### config.mk
export PLATFORM = sky130hd
export DESIGN_NAME = foo_delta_stream
export DESIGN_NICKNAME = d
export VERILOG_FILES = /design/src/rtl/foo_pkg.sv /design/src/rtl/foo_delta_fifo.sv /design/src/rtl/foo_delta_stream.sv
export SDC_FILE = /design/constraint.sdc
export NUM_CORES = 1
export LEC_CHECK = 0
export CORE_AREA = 2 2 179 181
export CTS_BUF_LIST = sky130_fd_sc_hd__clkbuf_16
export CTS_CLUSTER_SIZE = 14
export DETAILED_ROUTE_END_ITERATION = 8
export DIE_AREA = 0 0 181 183
export DONT_BUFFER_PORTS = 1
export GPL_TIMING_DRIVEN = 0
export PLACE_DENSITY = 0.73
export SLEW_MARGIN = 20
export SYNTH_ARGS = -nofsm -noshare
export SYNTH_HDL_FRONTEND = slang
export SYNTH_SLANG_ARGS = --single-unit
export TNS_END_PERCENT = 5
### constraint.sdc
create_clock -name clk -period 4.8 [get_ports clk]
set_input_delay 1.2 -clock clk [delete_from_list [all_inputs] [get_ports clk]]
set_output_delay 1.2 -clock clk [all_outputs]
set_load 0.005 [all_outputs]
### src/rtl/foo_pkg.sv
// Shared types and defaults for the foo accumulator delta-stream slice.
package foo_pkg;

   typedef enum logic {PRIME, RUN} foo_delta_state_e;

   localparam int FOO_DATA_W      = 32;
   localparam int FOO_DELTA_DEPTH = 8;

endpackage

### src/rtl/foo_delta_fifo.sv
// First-word-fall-through FIFO; pointers carry one extra wrap bit so full/empty
// fall out of a single subtraction.
module foo_delta_fifo #(
   parameter int WIDTH = 32,
   parameter int DEPTH = 8
) (
   input  logic                     clk,
   input  logic                     rst,
   input  logic                     push,
   input  logic [WIDTH-1:0]         push_data,
   input  logic                     pop,
   output logic [WIDTH-1:0]         head,
   output logic                     empty,
   output logic                     full,
   output logic [$clog2(DEPTH):0]   count
);

   localparam int AW = $clog2(DEPTH);
   localparam logic [AW:0] PTR_ONE = 1;
   localparam logic [AW:0] PTR_FULL = DEPTH[AW:0];

   logic [AW:0]      wptr_q, wptr_d;
   logic [AW:0]      rptr_q, rptr_d;
   logic [WIDTH-1:0] mem_q [DEPTH];
   logic [WIDTH-1:0] mem_d [DEPTH];
   logic             do_push;
   logic             do_pop;

   assign count = wptr_q - rptr_q;
   assign empty = (count == '0);
   assign full  = (count == PTR_FULL);
   // Head reads as zero when empty so the output goes quiet as soon as reset clears the pointers.
   assign head  = empty ? '0 : mem_q[rptr_q[AW-1:0]];

   assign do_pop  = pop && !empty;
   assign do_push = push && (!full || do_pop);

   always_comb begin
      wptr_d = wptr_q;
      rptr_d = rptr_q;
      mem_d  = mem_q;
      if (do_push) begin
         wptr_d                    = wptr_q + PTR_ONE;
         mem_d[wptr_q[AW-1:0]]     = push_data;
      end
      if (do_pop) begin
         rptr_d = rptr_q + PTR_ONE;
      end
   end

   always_ff @(posedge clk or posedge rst) begin
      if (rst) begin
         wptr_q <= '0;
         rptr_q <= '0;
      end else begin
         wptr_q <= wptr_d;
         rptr_q <= rptr_d;
      end
   end

   always_ff @(posedge clk) begin
      mem_q <= mem_d;
   end

endmodule

### src/rtl/foo_delta_stream.sv
// Samples the foo_impl accumulator, streams per-sample increments through a
// FWFT FIFO, and tracks increments lost to back-pressure.
module foo_delta_stream
   import foo_pkg::*;
#(
   parameter int WIDTH = FOO_DATA_W,
   parameter int DEPTH = FOO_DELTA_DEPTH
) (
   input  logic                     clk,
   input  logic                     rst,
   input  logic [WIDTH-1:0]         x,
   input  logic                     sample_en,
   output logic [WIDTH-1:0]         out_data,
   output logic                     out_valid,
   input  logic                     out_ready,
   output logic [$clog2(DEPTH):0]   count,
   output logic                     overflow,
   output logic [15:0]              drop_count
);

   foo_delta_state_e state_q, state_d;
   logic [WIDTH-1:0] prev_q, prev_d;
   logic             overflow_q, overflow_d;
   logic [15:0]      drop_count_q, drop_count_d;

   logic             fifo_empty;
   logic             fifo_full;
   logic             pop;
   logic             want_push;
   logic             push;
   logic             drop;
   logic [WIDTH-1:0] delta;

   assign delta     = x - prev_q;
   assign pop       = !fifo_empty && out_ready;
   assign want_push = (state_q == RUN) && sample_en;
   // A full FIFO still takes the push when the head leaves in the same cycle.
   assign push      = want_push && (!fifo_full || pop);
   assign drop      = want_push && fifo_full && !pop;

   always_comb begin
      state_d      = state_q;
      prev_d       = prev_q;
      overflow_d   = overflow_q;
      drop_count_d = drop_count_q;
      if (sample_en) begin
         state_d = RUN;
         prev_d  = x;
      end
      if (drop) begin
         overflow_d = 1'b1;
         if (drop_count_q != 16'hFFFF) begin
            drop_count_d = drop_count_q + 16'd1;
         end
      end
   end

   always_ff @(posedge clk or posedge rst) begin
      if (rst) begin
         state_q      <= PRIME;
         prev_q       <= '0;
         overflow_q   <= 1'b0;
         drop_count_q <= '0;
      end else begin
         state_q      <= state_d;
         prev_q       <= prev_d;
         overflow_q   <= overflow_d;
         drop_count_q <= drop_count_d;
      end
   end

   foo_delta_fifo #(
      .WIDTH (WIDTH),
      .DEPTH (DEPTH)
   ) u_fifo (
      .clk       (clk),
      .rst       (rst),
      .push      (push),
      .push_data (delta),
      .pop       (pop),
      .head      (out_data),
      .empty     (fifo_empty),
      .full      (fifo_full),
      .count     (count)
   );

   assign out_valid  = !fifo_empty;
   assign overflow   = overflow_q;
   assign drop_count = drop_count_q;

endmodule

; ---- After elaboration in Yosys (flattened, before gate mapping)
; Cells that the tools add are included.
[word_totals]
mem_bits_rw = 0
mem_count = 0
register_bits = 314
in_bits = 36
rom_bits = 0
out_inout_bits = 54
wordCells = 48
latchBits = 0
[op_classes]
shifts = 0
mul = 0
n_lt_le_gt_ge = 3
eq_ne = 2
n_bitwise = 2
n_mux = 7
reduce_logical = 15
addsub = 5
div_mod_pow = 0
[op_table]
columns = operator, count
row1 = $bwmux 256, 1
row2 = $mux 32, 4
row3 = $bmux 32 s3, 1
row4 = $demux 32 s3, 1
row5 = $sub 32x32->32, 1
row6 = $add 16x1->16 const B, 1
row7 = $ne 16x16->1 const B, 1
row8 = $add 4x1->4 const B, 2
row9 = $ge 4x4->1 const B, 2
row10 = $logic_and 1x1->1, 8
row11 = $not 3->4, 2
row12 = $eq 4x4->1 const B, 1
row13 = $logic_not 4->1, 1
row14 = $lt 4x1->1 const B, 1
row15 = $sub 4x4->4, 1
row16 = $logic_not 1->1, 3
row17 = $logic_or 1x1->1, 2
row18 = $reduce_and 2->1, 1

; ---- Depth between registers and ports, before layout
; Gate-level depths: netlist (run 1).
[logic_depth]
word_depth = 7
mapped_depth = 12
mapped_depth_nobuf = 11

; ---- By module
; Synthesis (run 1) repeated with hierarchy kept, for this count alone.
[hier_totals]
hier_cells = 949
area_unflattened_um2 = 14002.2
[modules_own_cells]
columns = mod, area_each_um2, instances, seq_area_each_um2, cells_each
row1 = foo_delta_fifo, 10259.8, 1, 7887.6, 505
row2 = foo_delta_stream, 3742.3, 1, 1251.2, 444

; ---- Worst setup path after synthesis (run 1)
; No wires, ideal clock.
[synth_path]
path_kind = register to register
from = register u_fifo.rptr_q[1]
to = register u_fifo.mem_q[224] (netlist name) (enable)
arrival_ns = 4.850
path_buffers = 2
stages_incl_launch_ff = 11
required_time_ns = 4.339
slack_ns = -0.511
setup_ns = 0.461
period_less_slack_ns = 5.311
path_cell_list = dfrtp_1 > buf_1 > clkbuf_1 > inv_1 > ha_1 > nor2b_1 > o21a_1 > or3_1 > a31oi_1 > nand2_1 > nor3_1
[synth_between]
elab_chain_cells = 7
word_cells_on_any_way = 11
cone_classes = add/sub: 1 / eq/ne: 1 / reduce/logical: 9
[synth_lines]
columns = element, line_no
row1 = from (decl), foo_delta_fifo.sv:23  ; logic [AW:0] rptr_q, rptr_d;
row2 = from (signal assigned), foo_delta_fifo.sv:57  ; rptr_q <= rptr_d;
row3 = $sub 4x4->4 (*), foo_delta_fifo.sv:29  ; assign count = wptr_q - rptr_q;
row4 = $logic_not 4->1, foo_delta_fifo.sv:30  ; assign empty = (count == '0);
row5 = $logic_not 1->1, "foo_delta_fifo.sv:35, foo_delta_stream.sv:35"
row6 = $logic_and 1x1->1, foo_delta_stream.sv:35  ; assign pop = !fifo_empty && out_ready;
row7 = $logic_or 1x1->1 or $logic_and 1x1->1 (tied branches), "foo_delta_stream.sv:38, foo_delta_fifo.sv:35"
row8 = $logic_and 1x1->1 or $logic_or 1x1->1 (tied branches), "foo_delta_stream.sv:38, foo_delta_fifo.sv:36"
row9 = $logic_and 1x1->1 (*), foo_delta_fifo.sv:36  ; assign do_push = push && (!full || do_pop);
row10 = to (signal assigned), foo_delta_fifo.sv:62  ; mem_q <= mem_d;
row11 = to (decl), foo_delta_fifo.sv:24  ; logic [WIDTH-1:0] mem_q [DEPTH];
; Every way passes the cells marked *; elsewhere a longest branch is shown, timed or not.
; A chain may end at the register's enable or synchronous reset.

; ---- Worst setup path in the final report (run 1)
[layout_path]
from = register u_fifo.rptr_q[2]
to = output port out_data[29]
[layout_between]
word_cells_on_any_way = 7
cone_classes = add/sub: 1 / mux: 4 / bitwise: 1 / reduce/logical: 1
[layout_rtl]
columns = element, line_no
row1 = $sub 4x4->4, foo_delta_fifo.sv:29
row2 = named net count[3], foo_delta_stream.sv:16  ; output logic [$clog2(DEPTH):0] count,
row3 = $logic_not 4->1, foo_delta_fifo.sv:30
row4 = $mux 32, foo_delta_fifo.sv:33  ; assign head = empty ? '0 : mem_q[rptr_q[AW-1:0]];
row5 = to (decl), foo_delta_stream.sv:13  ; output logic [WIDTH-1:0] out_data,
; The timed path passes the listed nets, and every way through them passes these cells. The select of a mux whose other input is x is not followed.

==> results.yml, run 1 <==
status:
  status: "finished, final reports clean"
synthesis:
  synth_warnings: 0
  count_of_distinct_cell_types_in_the_synthesized_netlist: 57
  postSynthCellCount: 951
  ys_async_sr_fraction_pct: 18.5
  synth_edf_count: 256
  synth_seq_area_share_pct: 65.6
  total_nets_after_synthesis: 1026
  synth.top_cell.area_share_pct: 55.2
  postSynthRegisterBits: 314
  syn-mean-instance-area_um2: 14.7
  syn_area_um2: 13900
  yosys.area.top_type: "sky130_fd_sc_hd__edfxtp_1"
  synth_top_cells_by_area: "sky130_fd_sc_hd__edfxtp_1 55%, sky130_fd_sc_hd__dfrtp_1 10%, sky130_fd_sc_hd__mux4_2 10%"
  postSynth.topFlopCell: "sky130_fd_sc_hd__edfxtp_1"
route:
  detailroute.via_count: 8008
  drt_drc_violations_left: 0
  antenna_violating_nets_post_route: 0
  drt-vias-per-instance: 5.65
  initialDrtViolationCount: 664
  router_iterations_before_antenna_repair: 6
  finalWirelength_um: 30000
  route.detailed.wl_per_inst_um: 21.2
clock_tree:
  ctsHoldBuffers: 0
  clk_root_buffer_cell: "sky130_fd_sc_hd__clkbuf_16"
  cts_buffer_depth: 3
  cts.clk_slew.worst_paths_ns: 0.06
  cts_made_buffers: 28
  cts_tree: "built"
  insertion_delay_ns: 0.54
  clock_tree.htree_level_count: 1
  numClockSinks: 314
floorplanning:
  fp.dieW_um: 181
  floorplan.die.height_um: 183
  core-area_um2: 31200
  io_pins: 90
  initial_utilization_pct: 44.6
  number_of_standard_cell_rows_in_the_floorplan: 65
  fp.dieArea_um2: 33100
sta:
  least_margin_pin_slew_ns: 1.10
  worst_slack_ns: 0.129
  finClkSkew_ns: 0.0166
  hold_ws_ns: 0.408
  post-route-min-period_ns: 4.67
  setup_viol: 0
  timing.final.max_slew_violations: 0
  slew_margin_rel_pct: 25.4
  final.period_utilization_pct: 97.3
  hold_viol: 0
  setup_repair_after_global_routing_missed_its_margin: "no"
  timing.fmax_mhz: 214
pwr:
  tot_pwr_mw: 8.83
  p_leak_nw: 5.69
  ir_drop_uv: 289
  pwr_density_cell_nw_per_um2: 566
setup_path:
  max_stage_delay_ns: 0.49
  critPathKind: "reg -> out"
  crit_fanout: 10
  worstSetupStartpointType: "flip-flop"
  timing.reg2reg.setup_slack_ns: 0.64
  critical_path_required_ns: 3.60
  top_delay_family_on_crit_path: "buffers and inverters"
  cp_cell_sequence: "clkbuf_1 > clkinvlp_4 > ha_1 > o21a_1 > or3_1 > and2_1 > nor2_4 > buf_4 > a21oi_1"
  cp_slowest_cell: "sky130_fd_sc_hd__clkbuf_1"
  crit_buf_inv: 3
  reg2reg_depth: 9
  worstReg2RegEnd: "u_fifo.mem_q[252]$_DFFE_PP_"
  crit_arrival_ns: 3.47
  endpoint_kind: "output pin"
  r2r-start: "prev_q[0]$_DFFE_PP0P_"
placement:
  dp.final_hpwl_um: 20700
  port-buffer-count: 0
  pre_cts_ws_ns: -0.791
  numPlacedInstances: 1366
  gp_routability_congestion: 0.862
layout:
  fill_cells: 2600
  postLayoutCoreUtil_pct: 50.0
  area.sequential_um2: 9140
  multiInputGateArea_um2: 4520
  area_growth_pct: 12.0
  post_route_insts_no_fill: 1418
  finish.net_count: 1069
  antennaDiodeCount: 0
  layout-drive-gt1-share_pct: 14.2
flow_run:
  maxCapViolations: 0
grt:
  grt-ovfl-total: 0
  grt_max_degree: 55
  vias_in_the_first_global_route: 8262
  grt_first_pass_wirelength_um: 47300
  grt_antenna_before_repair: 0
  grt_usage_pct: 18.4
min_path:
  hold_class: "in -> async"
[registers in the layout, indices dropped and copies added (netlist names)]
register	flops
state_q	1
overflow	1
u_fifo.mem_q	256
drop_count	16
prev_q	32
u_fifo.wptr_q	4
u_fifo.rptr_q	4
[worst reg2reg max path: cells and delay by family (launching register included)]
kind,cells,cell delay (ns)
compound gates,5,1.91
simple gates,2,0.92
fa+ha+maj,2,0.63
flops,1,0.39
[power by group]
part	internal, mW	total [mW]	switching, mW
clock network	1.08	2.00	0.919
logic	1.16	3.07	1.91
registers	3.60	3.76	0.156
total	5.85	8.83	2.98
[Yosys cell counts (all sizes together), types with 3 or more instances]
| cell | count |
|---|---|
| dfrtp | 58 |
| xor2 | 18 |
| buf | 11 |
| mux4 | 64 |
| clkbuf | 29 |
| nor2b | 3 |
| o21bai | 3 |
| o21ai | 44 |
| nand3 | 17 |
| a21oi | 60 |
| nor2 | 30 |
| a211oi | 3 |
| edfxtp | 256 |
| a31oi | 3 |
| nand2 | 123 |
| a21o | 20 |
| and3 | 8 |
| nand2b | 5 |
| and2 | 5 |
| nor3 | 10 |
| inv | 52 |
| mux2 | 5 |
| nand4 | 8 |
| or3 | 3 |
| xnor2 | 31 |
| or2 | 3 |
| o21a | 5 |
| ha | 37 |
[cell usage in the layout (no fill, tap or decap), drive strengths merged, types with 10 or more instances in the layout]
cell type / netlist / final
inv: 52 / 66
nor3: 10 / 10
ha: 37 / 37
o21ai: 44 / 44
xor2: 18 / 18
dfrtp: 58 / 58
mux4: 64 / 64
a21oi: 60 / 60
nor2: 30 / 30
nand3: 17 / 17
nand2: 123 / 123
edfxtp: 256 / 256
a21o: 20 / 20
clkbuf: 29 / 54
xnor2: 31 / 31
buf: 11 / 28
[layer usage]
metal  up-vias  global-route usage [%]  share of wire, %
met2       270                    31.8                50
li1       3671                       -                 -
met5         -                       0                 0
met1      4012                    24.2                41
met4         0                    4.91               2.5
met3        55                    3.26               6.6
[repair_timing]
action	4_1_cts	5_1_grt
setup buffers	1	0
pin swaps	0	1
setup endpoints to repair	124	30
resized for setup	13	4
hold endpoints to repair	0	0
[kinds of logic after synthesis]
group                    after synthesis  synth area share [%]
XOR/XNOR                              49                  3.08
AO/OA/AOI/OAI                        165                  7.32
flip-flops                           314                  65.6
adder cells (fa/ha/maj)               39                  3.61
multiplexers                          70                  10.8
AND/OR/NAND/NOR                      222                  7.11
buffers and inverters                 92                  2.50
[layout make-up]
| type | instances | share of cell area, % |
|---|---|---|
| timing repair buffer | 14 | 1.62 |
| clock inverter | 23 | 0.633 |
| multi-input combinational | 545 | 29.0 |
| buffer | 39 | 1.08 |
| clock buffer | 29 | 4.65 |
| inverter | 52 | 1.29 |
| sequential | 314 | 58.6 |
| tap | 402 | 3.22 |
[how the worst max path moves through the flow]
stage	from	end	slack (ns)	cells after the start
final	u_fifo.rptr_q[2]$_DFFE_PP0P_	out_data[29]	0.13	9
after global routing	u_fifo.rptr_q[1]$_DFFE_PP0P_	out_data[29]	0.006	11
after CTS	u_fifo.rptr_q[1]$_DFFE_PP0P_	out_data[29]	0.02	11
after detailed placement	u_fifo.rptr_q[1]$_DFFE_PP0P_	out_data[29]	-0.79	11
after global placement	u_fifo.rptr_q[1]$_DFFE_PP0P_	u_fifo.mem_q[198]$_DFFE_PP_	-3.16	10
after floorplan	u_fifo.rptr_q[1]$_DFFE_PP0P_	u_fifo.mem_q[192]$_DFFE_PP_	-0.51	10
[per-stage QoR]
step	setup TNS (ns)	cell area (um^2)
global route	0	15600
global placement	-474.77	14400
finish	0	15600
detailed placement	-28.96	14800
CTS	0	15600
floorplan	-16.31	13900
No activity file was read; power rests on OpenSTA's default activity.
==> run 2, diff against run 1 <==
Settings changed: SLEW_MARGIN 20 to default.
==> run 2 against run 1 <==
Compared with the run above: first-iteration DRC count down 5.1%; die area unchanged; largest power group unchanged; critical path depth up 3; setup slack better by 0.029 ns; clock power up 11%; critical endpoint is now out_data[12]; utilization up 0.38 points; sequential cell count unchanged; global-route usage down 0.064 points; register-to-register slack worse by 0.07 ns; largest cell class unchanged; count of clock-buffer cells in the layout up 2.
==> results.yml, run 2 (synthesized netlist as in run 1, its figures left out) <==
setup_path:
  max_stage_delay_ns: 0.43
  crit_arrival_ns: 3.44
  reg2reg_depth: 12
  crit_buf_inv: 5
  cp_slowest_cell: "sky130_fd_sc_hd__dfrtp_2"
  most_frequent_cell_on_the_critical_path: "sky130_fd_sc_hd__buf_4"
  critical_path_required_ns: 3.60
  critPathKind: "reg -> out"
  endpoint_kind: "output pin"
  cp_cell_sequence: "buf_4 > clkbuf_4 > inv_1 > ha_1 > nor2b_1 > o21a_1 > or3_1 > and2_1 > nor2_4 > buf_12 > buf_4 > a21oi_1"
  top_delay_family_on_crit_path: "buffers and inverters"
  timing.critical_path.depth: 12
  worstSetupStartpointType: "flip-flop"
  crit_fanout: 10
sta:
  hold_viol: 0
  fin_tns_setup_ns: 0
  setup_repair_after_global_routing_missed_its_margin: "no"
  least_margin_pin_slew_ns: 1.12
  slew_margin_rel_pct: 24.6
  finClkSkew_ns: 0.0140
  hold_ws_ns: 0.468
  setup_viol: 0
  final.period_utilization_pct: 96.7
  timing.final.max_slew_violations: 0
  timing.fmax_mhz: 215
  post-route-min-period_ns: 4.64
layout:
  layout-drive-gt1-share_pct: 15.3
  largest_reg_flops: 256
  highest_count_cells_in_the_layout_ignoring_fill_and_taps: "256 x sky130_fd_sc_hd__edfxtp_1, 123 x sky130_fd_sc_hd__nand2_1, 64 x sky130_fd_sc_hd__mux4_2"
  largest_register: "u_fifo.mem_q"
  most_common_cell_after_layout_fill_and_taps_aside: "sky130_fd_sc_hd__edfxtp_1"
  area_growth_pct: 12.8
  fill_cells: 2575
  antennaDiodeCount: 0
  finish.net_count: 1070
  postLayoutCoreUtil_pct: 50.4
  final_area_um2: 15700
  post_route_insts_no_fill: 1417
grt:
  grt-ovfl-total: 0
  grt_antenna_before_repair: 0
  vias_in_the_first_global_route: 8291
  grt_usage_pct: 18.3
  grt_first_pass_wirelength_um: 46900
  grt_max_degree: 42
route:
  router_iterations_before_antenna_repair: 5
  drt-vias-per-instance: 5.61
  finalWirelength_um: 29900
  initialDrtViolationCount: 630
  route.detailed.wl_per_inst_um: 21.1
  drt_drc_violations_left: 0
  detailroute.via_count: 7953
  antenna_violating_nets_post_route: 0
pwr:
  power_switching_mw: 3.02
  p_sw_share_pct: 33.2
  ir_drop_uv: 346
  internal-power_mw: 6.07
  p_leak_nw: 5.73
  pwr_density_cell_nw_per_um2: 578
  clockPowerShare_pct: 24.3
  power.share.combinational_pct: 34.2
  seq_power_share_pct: 41.5
placement:
  numPlacedInstances: 1365
  gp_routability_congestion: 0.862
  dp.final_hpwl_um: 20500
  dpl-instance-area_um2: 14700
  port-buffer-count: 0
clock_tree:
  cts_buffer_depth: 3
  cts_tree: "built"
  ctsHoldBuffers: 0
  cts.clk_slew.worst_paths_ns: 0.06
  insertion_delay_ns: 0.56
  clock_tree.htree_level_count: 1
  numClockSinks: 314
  clk_root_buffer_cell: "sky130_fd_sc_hd__clkbuf_16"
  cts_made_buffers: 30
floorplanning:
  floorplan.die.height_um: 183
  io_pins: 90
  core-area_um2: 31200
  number_of_standard_cell_rows_in_the_floorplan: 65
  initial_utilization_pct: 44.6
  fp.dieArea_um2: 33100
  fp.dieW_um: 181
status:
  status: "finished, final reports clean"
flow_run:
  maxCapViolations: 0
min_path:
  hold_class: "reg -> reg"
  worstHoldPathCells: 1
-- run 2: layout make-up --
type,instances,area (um^2),share of cell area [%]
Clock buffer,31,776,4.93
Sequential cell,314,9140,58.1
Timing Repair Buffer,14,250,1.59
Inverter,52,195,1.24
Multi-Input combinational cell,545,4540,28.9
Clock inverter,21,148,0.939
Buffer,38,175,1.11
Tap cell,402,503,3.20
-- run 2: power by group through the flow --
| stage | registers [mW] | clock network [mW] | logic (mW) |
|---|---|---|---|
| floorplan | 3.76 | 0 | 2.05 |
| global placement | 3.81 | 0 | 2.84 |
| detailed placement | 3.81 | 0 | 3.04 |
| CTS | 3.77 | 2.24 | 3.08 |
| global route | 3.81 | 2.35 | 3.39 |
| finish | 3.77 | 2.21 | 3.10 |
-- run 2: layer usage --
layer	vias up	GRT usage [%]	share of wire (%)	wire, um
met1	3991	23.9	41	12400
met4	0	5.30	2.0	583
met5	-	0	0	0
li1	3671	-	-	-
met3	46	3.47	6.6	1970
met2	245	31.6	50	14900
-- run 2: final timing paths --
path	startpoint	to	slack [ns]
hold / removal	state_q$_DFFE_PP0P_	state_q$_DFFE_PP0P_	0.47
max in group asynchronous	rst	u_fifo.rptr_q[1]$_DFFE_PP0P_	3.65
setup reg to reg	u_fifo.rptr_q[1]$_DFFE_PP0P_	u_fifo.mem_q[193]$_DFFE_PP_	0.57
setup / recovery	u_fifo.rptr_q[1]$_DFFE_PP0P_	out_data[12]	0.16
min in group asynchronous	rst	prev_q[4]$_DFFE_PP0P_	0.54
hold reg to reg	state_q$_DFFE_PP0P_	state_q$_DFFE_PP0P_	0.47
-- run 2: metrics by stage --
| step | setup slack, ns | total power [mW] |
|---|---|---|
| 6_report | 0.158 | 9.09 |
| 5_1_grt | 0.0254 | 9.55 |
| 4_1_cts | 0.0118 | 9.09 |
| 3_5_place_dp | -0.853 | 6.84 |
| 3_3_place_gp | -3.16 | 6.66 |
| 2_1_floorplan | -0.510 | 5.82 |
-- run 2: repair_timing --
item / in CTS / in global routing
pin swaps: 1 / 1
setup endpoints to repair: 108 / 30
resized for setup: 13 / 11
setup buffers: 0 / 2
==> run 3, diff against run 2 <==
Settings changed: ABC_AREA from default to 1, CORE_AREA 2 2 179 181 to 2 2 188 190, CTS_CLUSTER_DIAMETER from default to 150, DIE_AREA 0 0 181 183 to 0 0 190 192, PLACE_DENSITY 0.73 to 0.72.
==> run 3 against run 2 <==
Compared with the run above: hold slack lost 0.0032 ns; setup slack lost 0.0034 ns; sequential share of layout area shrank 3.9 points; routed wire length grew 29%; critical path depth shrank 3; count of clock-buffer cells in the layout shrank 4.
==> results.yml, run 3 <==
layout:
  finish.net_count: 1718
  largest_register: "u_fifo.mem_q"
  antennaDiodeCount: 0
  postLayoutCoreUtil_pct: 49.2
  area_growth_pct: 10.5
  most_common_cell_after_layout_fill_and_taps_aside: "sky130_fd_sc_hd__nand2_1"
  fill_cells: 3125
  layout-drive-gt1-share_pct: 4.69
  largest_reg_flops: 256
  highest_count_cells_in_the_layout_ignoring_fill_and_taps: "487 x sky130_fd_sc_hd__nand2_1, 256 x sky130_fd_sc_hd__edfxtp_1, 198 x sky130_fd_sc_hd__inv_1"
placement:
  gp_routability_congestion: 0.889
  dp.final_hpwl_um: 27300
  pre_cts_ws_ns: 0.184
  port-buffer-count: 0
pwr:
  p_leak_nw: 7.15
  ir_drop_uv: 297
  pwr_density_cell_nw_per_um2: 557
  tot_pwr_mw: 9.38
clock_tree:
  insertion_delay_ns: 0.54
  numClockSinks: 314
  cts_tree: "built"
  cts_made_buffers: 26
  cts.clk_slew.worst_paths_ns: 0.07
  ctsHoldBuffers: 0
  clock_tree.htree_level_count: 1
  cts_buffer_depth: 3
  clk_root_buffer_cell: "sky130_fd_sc_hd__clkbuf_16"
floorplanning:
  fp.dieArea_um2: 36500
  core-area_um2: 34300
  floorplan.die.height_um: 192
  io_pins: 90
  fp.dieW_um: 190
  initial_utilization_pct: 44.5
  number_of_standard_cell_rows_in_the_floorplan: 68
grt:
  vias_in_the_first_global_route: 10700
  grt_usage_pct: 21.3
  grt_antenna_before_repair: 1
  grt_max_degree: 41
  grt_first_pass_wirelength_um: 60200
  grt-ovfl-total: 0
route:
  finalWirelength_um: 38500
  route.detailed.wl_per_inst_um: 18.2
  detailroute.via_count: 11200
  router_iterations_before_antenna_repair: 5
  drt-vias-per-instance: 5.30
  antenna_violating_nets_post_route: 0
  initialDrtViolationCount: 1128
  drt_drc_violations_left: 0
sta:
  setup_repair_after_global_routing_missed_its_margin: "no"
  slew_margin_rel_pct: 35.7
  post-route-min-period_ns: 4.65
  least_margin_pin_slew_ns: 0.962
  worst_slack_ns: 0.155
  finClkSkew_ns: 0.0209
  setup_viol: 0
  final.period_utilization_pct: 96.8
  hold_viol: 0
  timing.fmax_mhz: 215
  timing.final.max_slew_violations: 0
setup_path:
  most_frequent_cell_on_the_critical_path: "sky130_fd_sc_hd__nand2_1"
  cp_slowest_cell: "sky130_fd_sc_hd__dfrtp_1"
  reg2reg_depth: 11
  max_stage_delay_ns: 0.64
  top_delay_family_on_crit_path: "simple AND/OR/NAND/NOR gates"
  critPathKind: "reg -> out"
  timing.critical_path.depth: 9
  crit_arrival_ns: 3.45
  endpoint_kind: "output pin"
  crit_fanout: 10
  worstSetupStartpointType: "flip-flop"
  cp_cell_sequence: "clkinvlp_4 > ha_1 > a21oi_1 > nand2_1 > xnor2_1 > nand2_1 > inv_1 > buf_2 > nor3_1"
  crit_buf_inv: 3
  critical_path_required_ns: 3.60
min_path:
  worstHoldPathCells: 1
  hold_class: "reg -> reg"
synthesis:
  count_of_distinct_cell_types_in_the_synthesized_netlist: 33
  synth_top_cells_by_area: "sky130_fd_sc_hd__edfxtp_1 50%, sky130_fd_sc_hd__nand2_1 12%, sky130_fd_sc_hd__dfrtp_1 9.5%"
  ys_async_sr_fraction_pct: 18.5
  yosys.area.top_type: "sky130_fd_sc_hd__edfxtp_1"
  yosys-top-cells-count: "487 x sky130_fd_sc_hd__nand2_1, 256 x sky130_fd_sc_hd__edfxtp_1, 180 x sky130_fd_sc_hd__inv_1"
  yosysMostFrequentCell: "sky130_fd_sc_hd__nand2_1"
  total_nets_after_synthesis: 1683
  synth_edf_count: 256
  synth_seq_area_share_pct: 59.9
  syn_area_um2: 15300
  syn-mean-instance-area_um2: 9.49
  synth.top_cell.area_share_pct: 50.4
  postSynthCellCount: 1608
  postSynth.topFlopCell: "sky130_fd_sc_hd__edfxtp_1"
  postSynthRegisterBits: 314
  synth_warnings: 0
flow_run:
  maxCapViolations: 0
status:
  status: "finished, final reports clean"
## run 3: worst reg2reg max path, delay by kind of cell (launching register included)
| family | cells | cell delay (ns) |
|---|---|---|
| AND/OR/NAND/NOR | 5 | 1.17 |
| AO/OA/AOI/OAI | 1 | 0.15 |
| flip-flops | 1 | 0.64 |
| XOR/XNOR | 1 | 0.21 |
| buffers and inverters | 3 | 0.65 |
| adder cells (fa/ha/maj) | 1 | 0.38 |
## run 3: layout make-up
type	count	area, um^2	share of cell area [%]
inverter	181	683	4.05
sequential	314	9140	54.2
tap	455	569	3.38
clock buffer	27	676	4.01
multi-input combinational	1049	5230	31.0
buffer	61	255	1.51
clock inverter	21	83.8	0.497
timing repair buffer	10	218	1.29
## run 3: stage by stage
step           cells  area (um^2)  hold slack [ns]  setup TNS (ns)
6_report        2118        16900            0.465               0
2_1_floorplan   1608        15300            0.437               0
3_5_place_dp    2072        16100            0.450               0
3_3_place_gp    2063        15800            0.451         -211.58
5_1_grt         2118        16900            0.502               0
4_1_cts         2118        16900            0.465               0
## run 3: worst paths after layout
check / start / to / slack (ns)
min in group asynchronous: rst / drop_count[4]$_DFFE_PP0P_ / 0.55
worst max-delay path: u_fifo.rptr_q[2]$_DFFE_PP0P_ / out_data[29] / 0.15
worst min-delay path: state_q$_DFFE_PP0P_ / state_q$_DFFE_PP0P_ / 0.46
worst min register to register: state_q$_DFFE_PP0P_ / state_q$_DFFE_PP0P_ / 0.46
max in group asynchronous: rst / prev_q[26]$_DFFE_PP0P_ / 3.69
worst max register to register: u_fifo.rptr_q[2]$_DFFE_PP0P_ / u_fifo.mem_q[204]$_DFFE_PP_ / 1.27
## run 3: timing repair
item | 4_1_cts | 5_1_grt
buffers inserted | 1 | 0
resized for setup | 1 | 0
endpoints found under the setup margin | 32 | 0
hold endpoints to repair | 0 | 0
## run 3: logic make-up after synthesis
family	synth area share (%)
compound gates	9.40
xor+xnor	2.11
fa+ha+maj	3.30
buf+inv	6.20
flops	59.9
simple gates	19.1
## run 3: report_power, final
group	switching, mW	total (mW)	internal [mW]
clock	0.932	1.94	1.01
combinational	2.69	3.73	1.05
sequential	0.159	3.71	3.55
total	3.78	9.38	5.61
## run 3: metal layers
metal  GRT usage (%)  wire, um
met1            29.2     16400
met2            35.3     18000
met3            3.44      3190
met4            5.72       869
met5               0         0
